<file path="config.mk">
export PLATFORM = sky130hd
export DESIGN_NAME = program_mem_ctrl_flat
export DESIGN_NICKNAME = d
export VERILOG_FILES = /design/src/rtl/program_mem_if.sv /design/src/rtl/program_mem_ctrl.sv /design/src/flat_wrapper.sv
export SDC_FILE = /design/constraint.sdc
export NUM_CORES = 2
export LEC_CHECK = 0
export CELL_PAD_IN_SITES_DETAIL_PLACEMENT = 1
export CELL_PAD_IN_SITES_GLOBAL_PLACEMENT = 2
export CORE_AREA = 3 3 636 638
export CTS_CLUSTER_SIZE = 10
export DETAILED_ROUTE_END_ITERATION = 8
export DIE_AREA = 0 0 639 641
export PLACE_DENSITY_LB_ADDON = 0.1
export SLEW_MARGIN = 10
export SYNTH_ARGS = -nofsm -noshare
export SYNTH_HDL_FRONTEND = slang
export SYNTH_SLANG_ARGS = --single-unit
</file>
<file path="constraint.sdc">
create_clock -name clk -period 3.7 [get_ports clk]
set_input_delay 0.37 -clock clk [delete_from_list [all_inputs] [get_ports clk]]
set_output_delay 0.37 -clock clk [all_outputs]
set_load 0.05 [all_outputs]
</file>
<file path="src/rtl/program_mem_if.sv">
// Load/fetch port bundle for program_mem_ctrl.
// The slave side is the controller; the master side drives loads and fetches.
interface program_mem_if #(
    parameter int INS_W  = 12,
    parameter int ADDR_W = 8
);
    logic              load_start;
    logic [ADDR_W-1:0] load_base;
    logic              load_valid;
    logic [INS_W-1:0]  load_data;
    logic              load_last;
    logic              load_ready;
    logic              load_done;
    logic              load_err;
    logic [ADDR_W:0]   load_count;
    logic [INS_W-1:0]  load_sum;
    logic              busy;
    logic              fetch_en;
    logic [ADDR_W-1:0] fetch_addr;
    logic [INS_W-1:0]  ins;
    logic              ins_valid;

    modport slave (
        input  load_start, load_base, load_valid, load_data, load_last,
               fetch_en, fetch_addr,
        output load_ready, load_done, load_err, load_count, load_sum, busy,
               ins, ins_valid
    );

    modport master (
        output load_start, load_base, load_valid, load_data, load_last,
               fetch_en, fetch_addr,
        input  load_ready, load_done, load_err, load_count, load_sum, busy,
               ins, ins_valid
    );
endinterface

</file>
<file path="src/rtl/program_mem_ctrl.sv">
// Program memory with a streaming load session (IDLE/LOAD/DONE) and a
// registered single-cycle fetch port that is only served while idle.
module program_mem_ctrl #(
    parameter int INS_W  = 12,
    parameter int ADDR_W = 8
) (
    input  logic            clk,
    input  logic            rst_n,
    program_mem_if.slave    bus
);
    localparam int DEPTH = 2 ** ADDR_W;
    localparam logic [ADDR_W:0]   CNT_ONE  = (ADDR_W+1)'(1);
    localparam logic [ADDR_W:0]   CNT_LAST = (ADDR_W+1)'(DEPTH - 1);
    localparam logic [ADDR_W-1:0] PTR_ONE  = ADDR_W'(1);

    typedef enum logic [1:0] {IDLE, LOAD, DONE} state_e;

    state_e             state_q, state_d;
    logic [ADDR_W-1:0]  wptr_q, wptr_d;
    logic [ADDR_W:0]    cnt_q, cnt_d;
    logic [INS_W-1:0]   sum_q, sum_d;
    logic               err_q, err_d;
    logic [INS_W-1:0]   ins_q, ins_d;
    logic               ins_vld_q, ins_vld_d;
    logic               hs;

    // Contents are deliberately left unreset so a reset mid-load keeps the
    // words already written.
    logic [INS_W-1:0]   mem [DEPTH];

    always_ff @(posedge clk or negedge rst_n) begin
        if (!rst_n) begin
            state_q   <= IDLE;
            wptr_q    <= '0;
            cnt_q     <= '0;
            sum_q     <= '0;
            err_q     <= 1'b0;
            ins_q     <= '0;
            ins_vld_q <= 1'b0;
        end else begin
            state_q   <= state_d;
            wptr_q    <= wptr_d;
            cnt_q     <= cnt_d;
            sum_q     <= sum_d;
            err_q     <= err_d;
            ins_q     <= ins_d;
            ins_vld_q <= ins_vld_d;
        end
    end

    always_comb begin
        state_d = state_q;
        wptr_d  = wptr_q;
        cnt_d   = cnt_q;
        sum_d   = sum_q;
        err_d   = err_q;
        hs      = 1'b0;
        case (state_q)
            IDLE: begin
                if (bus.load_start) begin
                    state_d = LOAD;
                    wptr_d  = bus.load_base;
                    cnt_d   = '0;
                    sum_d   = '0;
                    err_d   = 1'b0;
                end
            end
            LOAD: begin
                if (bus.load_valid) begin
                    hs     = 1'b1;
                    wptr_d = wptr_q + PTR_ONE;
                    cnt_d  = cnt_q + CNT_ONE;
                    sum_d  = sum_q + bus.load_data;
                    // A last word that also fills the array still closes normally.
                    if (bus.load_last) begin
                        state_d = DONE;
                        err_d   = 1'b0;
                    end else if (cnt_q == CNT_LAST) begin
                        state_d = DONE;
                        err_d   = 1'b1;
                    end
                end
            end
            DONE:    state_d = IDLE;
            default: state_d = IDLE;
        endcase
    end

    // Fetch reads the pre-edge contents; no write can coincide since writes
    // only happen in LOAD.
    always_comb begin
        ins_d     = '0;
        ins_vld_d = 1'b0;
        if (state_q == IDLE && bus.fetch_en) begin
            ins_d     = mem[bus.fetch_addr];
            ins_vld_d = 1'b1;
        end
    end

    always_ff @(posedge clk) begin
        if (hs) mem[wptr_q] <= bus.load_data;
    end

    assign bus.load_ready = (state_q == LOAD);
    assign bus.load_done  = (state_q == DONE) && !err_q;
    assign bus.load_err   = (state_q == DONE) &&  err_q;
    assign bus.busy       = (state_q != IDLE);
    assign bus.load_count = cnt_q;
    assign bus.load_sum   = sum_q;
    assign bus.ins        = ins_q;
    assign bus.ins_valid  = ins_vld_q;
endmodule

</file>
<file path="src/flat_wrapper.sv">
// flat-port wrapper written by rule: the top's interface ports become plain ports
module program_mem_ctrl_flat 
#(
    parameter int INS_W  = 12,
    parameter int ADDR_W = 8
)
  (clk, rst_n, bus_load_start, bus_load_base, bus_load_valid, bus_load_data, bus_load_last, bus_fetch_en, bus_fetch_addr, bus_load_ready, bus_load_done, bus_load_err, bus_load_count, bus_load_sum, bus_busy, bus_ins, bus_ins_valid);
  program_mem_if #(.INS_W(INS_W), .ADDR_W(ADDR_W)) bus_i ();
  input  logic clk;
  input  logic rst_n;
  input wire logic [$bits(bus_i.load_start)-1:0] bus_load_start;
  input wire logic [$bits(bus_i.load_base)-1:0] bus_load_base;
  input wire logic [$bits(bus_i.load_valid)-1:0] bus_load_valid;
  input wire logic [$bits(bus_i.load_data)-1:0] bus_load_data;
  input wire logic [$bits(bus_i.load_last)-1:0] bus_load_last;
  input wire logic [$bits(bus_i.fetch_en)-1:0] bus_fetch_en;
  input wire logic [$bits(bus_i.fetch_addr)-1:0] bus_fetch_addr;
  output wire logic [$bits(bus_i.load_ready)-1:0] bus_load_ready;
  output wire logic [$bits(bus_i.load_done)-1:0] bus_load_done;
  output wire logic [$bits(bus_i.load_err)-1:0] bus_load_err;
  output wire logic [$bits(bus_i.load_count)-1:0] bus_load_count;
  output wire logic [$bits(bus_i.load_sum)-1:0] bus_load_sum;
  output wire logic [$bits(bus_i.busy)-1:0] bus_busy;
  output wire logic [$bits(bus_i.ins)-1:0] bus_ins;
  output wire logic [$bits(bus_i.ins_valid)-1:0] bus_ins_valid;
  assign bus_i.load_start = bus_load_start;
  assign bus_i.load_base = bus_load_base;
  assign bus_i.load_valid = bus_load_valid;
  assign bus_i.load_data = bus_load_data;
  assign bus_i.load_last = bus_load_last;
  assign bus_i.fetch_en = bus_fetch_en;
  assign bus_i.fetch_addr = bus_fetch_addr;
  assign bus_load_ready = bus_i.load_ready;
  assign bus_load_done = bus_i.load_done;
  assign bus_load_err = bus_i.load_err;
  assign bus_load_count = bus_i.load_count;
  assign bus_load_sum = bus_i.load_sum;
  assign bus_busy = bus_i.busy;
  assign bus_ins = bus_i.ins;
  assign bus_ins_valid = bus_i.ins_valid;
  program_mem_ctrl #(.INS_W(INS_W), .ADDR_W(ADDR_W)) u_core (.clk(clk), .rst_n(rst_n), .bus(bus_i));
endmodule
</file>
==> impl_metrics.toml <==
[power_and_ir_drop]
comb_power_share_pct = 7.9
switching_share_pct = 23.6
sequentialPowerShare_pct = 50.4
leakage_nw = 45.1
power_frac_clock_pct = 41.7
p_switching_w = 0.0184
p_int_w = 0.0597
ir_worst_vdd_mv = 0.370
powerDensity_nw_per_um2 = 547

[grt]
grt_pass1_vias = 62900
grt_start_max_net_pins = 123
antenna_found_initial = 29
overflow = 0
grt_pass1_wl_um = 543000
grt_usage_pct = 19.1

[cts]
clk_latency_ps = 950
clkTransAtPathRegs_ps = 60
cts_sinks = 3117
cts_tree = "yes"
cts_buffers = 369
cts-htree-levels = 5
clk_path_buf_depth = 4
cts_setup_buffers = 0
cts.root.buffer_cell = "clkbuf_16"

[floorplanning]
start_util_pct = 29.9
die_h_um = 641
pin_count = 72
coreArea_um2 = 399000
die_area_um2 = 410000
fp.dieW_um = 639
rows = 232

[route]
drc_errors = 0
avgViaCountPerCell = 5.03
first_pass_iters = 7
drtIter0Drc = 5715
wl_per_cell_um = 33.8
num_vias = 58800
finalWirelength_um = 395000
antenna_left = 0

[placement]
place_hpwl_um = 259000
io_buffer_count = 71
place_congestion = 0.774

[timing]
fin_crit_ps = 3430
tightest_slew_ps = 1240
relSlewSlack_pct = 16.6
fmax_mhz = 291
setup_viol = 0
fin_tns_setup_ps = 0
rsz0062_at_grt = "no"
drv_slew = 0
whs_ps = 56.9
hold_viol = 0
timing.final.crit_share_pct = 92.8
skew_ps = 31.2

[yosys]
synth_ff_type = "edfxtp_1"
synth.distinct_cells = 52
synthArstFlopShare_pct = 1.44
syn_area_per_cell_um2 = 22.3
ys_ff_latch = 3117
yosys_warnings = 0
syn_nets = 5419
synthCells = 5367
syn_area_um2 = 119000
ys_seq_area_share_pct = 78.1
synth_edf_count = 3072

[finish]
layout_commonest_cell = "edfxtp_1"
fin_nets = 6301
synthToLayoutAreaGrowth_pct = 19.6
utilization_pct = 35.8
layout_common_cells = "3072 x edfxtp_1, 804 x mux4_2, 615 x buf_4, 377 x clkbuf_16, 351 x nor2_1"
drive_above_1_share_pct = 31.1

[setup_path]
worstSetupPathType = "flip-flop to flip-flop"
crit_path_max_fanout = 11
reg2regPathDepth = 9
start_kind = "flip-flop"
cp.arrival_ps = 4310
endpoint_kind = "flip-flop"
cp_data_required_time_ps = 4580

[hold_path]
hp-class = "input pin to asynchronous set/reset pin"

[status]
status = "complete, no violations"

[flow_run]
max_cap_violations = 0
==> power groups by stage <==
stage | clock network (W) | logic (W) | registers [W]
2_1_floorplan | 0 | 0.00252 | 0.0403
3_3_place_gp | 0 | 0.00624 | 0.0401
3_5_place_dp | 0 | 0.00629 | 0.0402
4_1_cts | 0.0337 | 0.00632 | 0.0394
5_1_grt | 0.0350 | 0.00653 | 0.0394
6_report | 0.0326 | 0.00614 | 0.0394
==> per-stage QoR <==
stage | instance area, µm² | setup WS [ps] | power, W | cells
2_1_floorplan | 119000 | 718 | 0.0428 | 5367
3_3_place_gp | 132000 | -179 | 0.0464 | 11100
3_5_place_dp | 132000 | -152 | 0.0464 | 11100
4_1_cts | 143000 | 192 | 0.0794 | 11700
5_1_grt | 143000 | 32.0 | 0.0809 | 11700
6_report | 143000 | 265 | 0.0782 | 11700
==> sequential cells by signal (all words and copies together), names as in the netlist <==
name,flops
u_core.wptr_q,8
u_core.bus.ins_valid,1
u_core.bus.ins,12
u_core.mem,3072
u_core.bus.load_sum,12
u_core.err_q,1
u_core.state_q,2
u_core.bus.load_count,9
==> worst paths after layout <==
| check | from | end | slack (ps) |
|---|---|---|---|
| setup reg to reg | u_core.state_q[0] | u_core.bus.ins[6] | 270 |
| min in group clk | bus_fetch_en | u_core.bus.ins_valid | 100 |
| max in group asynchronous | rst_n | u_core.bus.ins[5] | 2620 |
| setup / recovery | u_core.state_q[0] | u_core.bus.ins[6] | 270 |
| hold / removal | rst_n | u_core.bus.load_count[4] | 60 |
| hold reg to reg | u_core.state_q[1] | u_core.state_q[0] | 500 |
==> Yosys cell counts (all sizes together) (12+ instances only) <==
cell type	n	area share (%)
mux4	804	15
ha	17	0.18
o22a	12	0.088
nor2	354	1.1
nor3	29	0.12
o22ai	167	0.87
buf	149	0.68
nand2	65	0.20
dfrtp	45	0.94
clkbuf	155	0.49
o21ai	57	0.24
a211oi	58	0.36
inv	33	0.10
nand2b	18	0.094
nand3	45	0.19
nor4	13	0.068
mux2i	96	0.80
a21oi	42	0.18
o221ai	13	0.095
edfxtp	3072	77
o211ai	14	0.088
or4	12	0.075
==> per-layer routing <==
metal  up-vias  track usage, %  share of wire (%)
met5         -               0                  0
met4         0            3.30                1.7
met3       404            2.11                3.9
met2      1272            32.4                 49
met1     32700            26.9                 45
li1      24400               -                  -
==> worst max-delay path, cell delays in order (launching register included) <==
cell and delay, ps:
dfrtp_1 450, nor2_1 400, nand2_1 160, inv_1 100
nand3_1 290, buf_4 320, a211oi_1 180, o21ai_1 210
a211oi_1 1050, or4_1 220
==> logic make-up (layout without fill, tap and decap cells) <==
group | after synthesis | after routing | synth area share [%]
compound gates | 396 | 396 | 2.15
mux | 911 | 911 | 16.1
xor+xnor | 13 | 13 | 0.0953
simple gates | 575 | 575 | 2.08
other cells | 0 | 13 | 0
buf+inv | 337 | 1389 | 1.27
fa+ha+maj | 18 | 18 | 0.195
flops | 3117 | 3117 | 78.1
==> timing repair <==
action / CTS / global route
hold buffers: 22 / 0
resized for setup: 0 / 0
endpoints found under the hold margin: 249 / 0
==> area by class of cell <==
class | count | area [µm²]
Antenna cell | 13 | 32.5
Tap cell | 5265 | 6590
Sequential cell | 3117 | 93400
Multi-Input combinational cell | 1913 | 24700
Inverter | 33 | 124
Clock buffer | 482 | 9860
Timing Repair Buffer | 815 | 7770
Fill cell | 38300 | 256000
Clock inverter | 59 | 467
(Power assumes the default switching activity.)
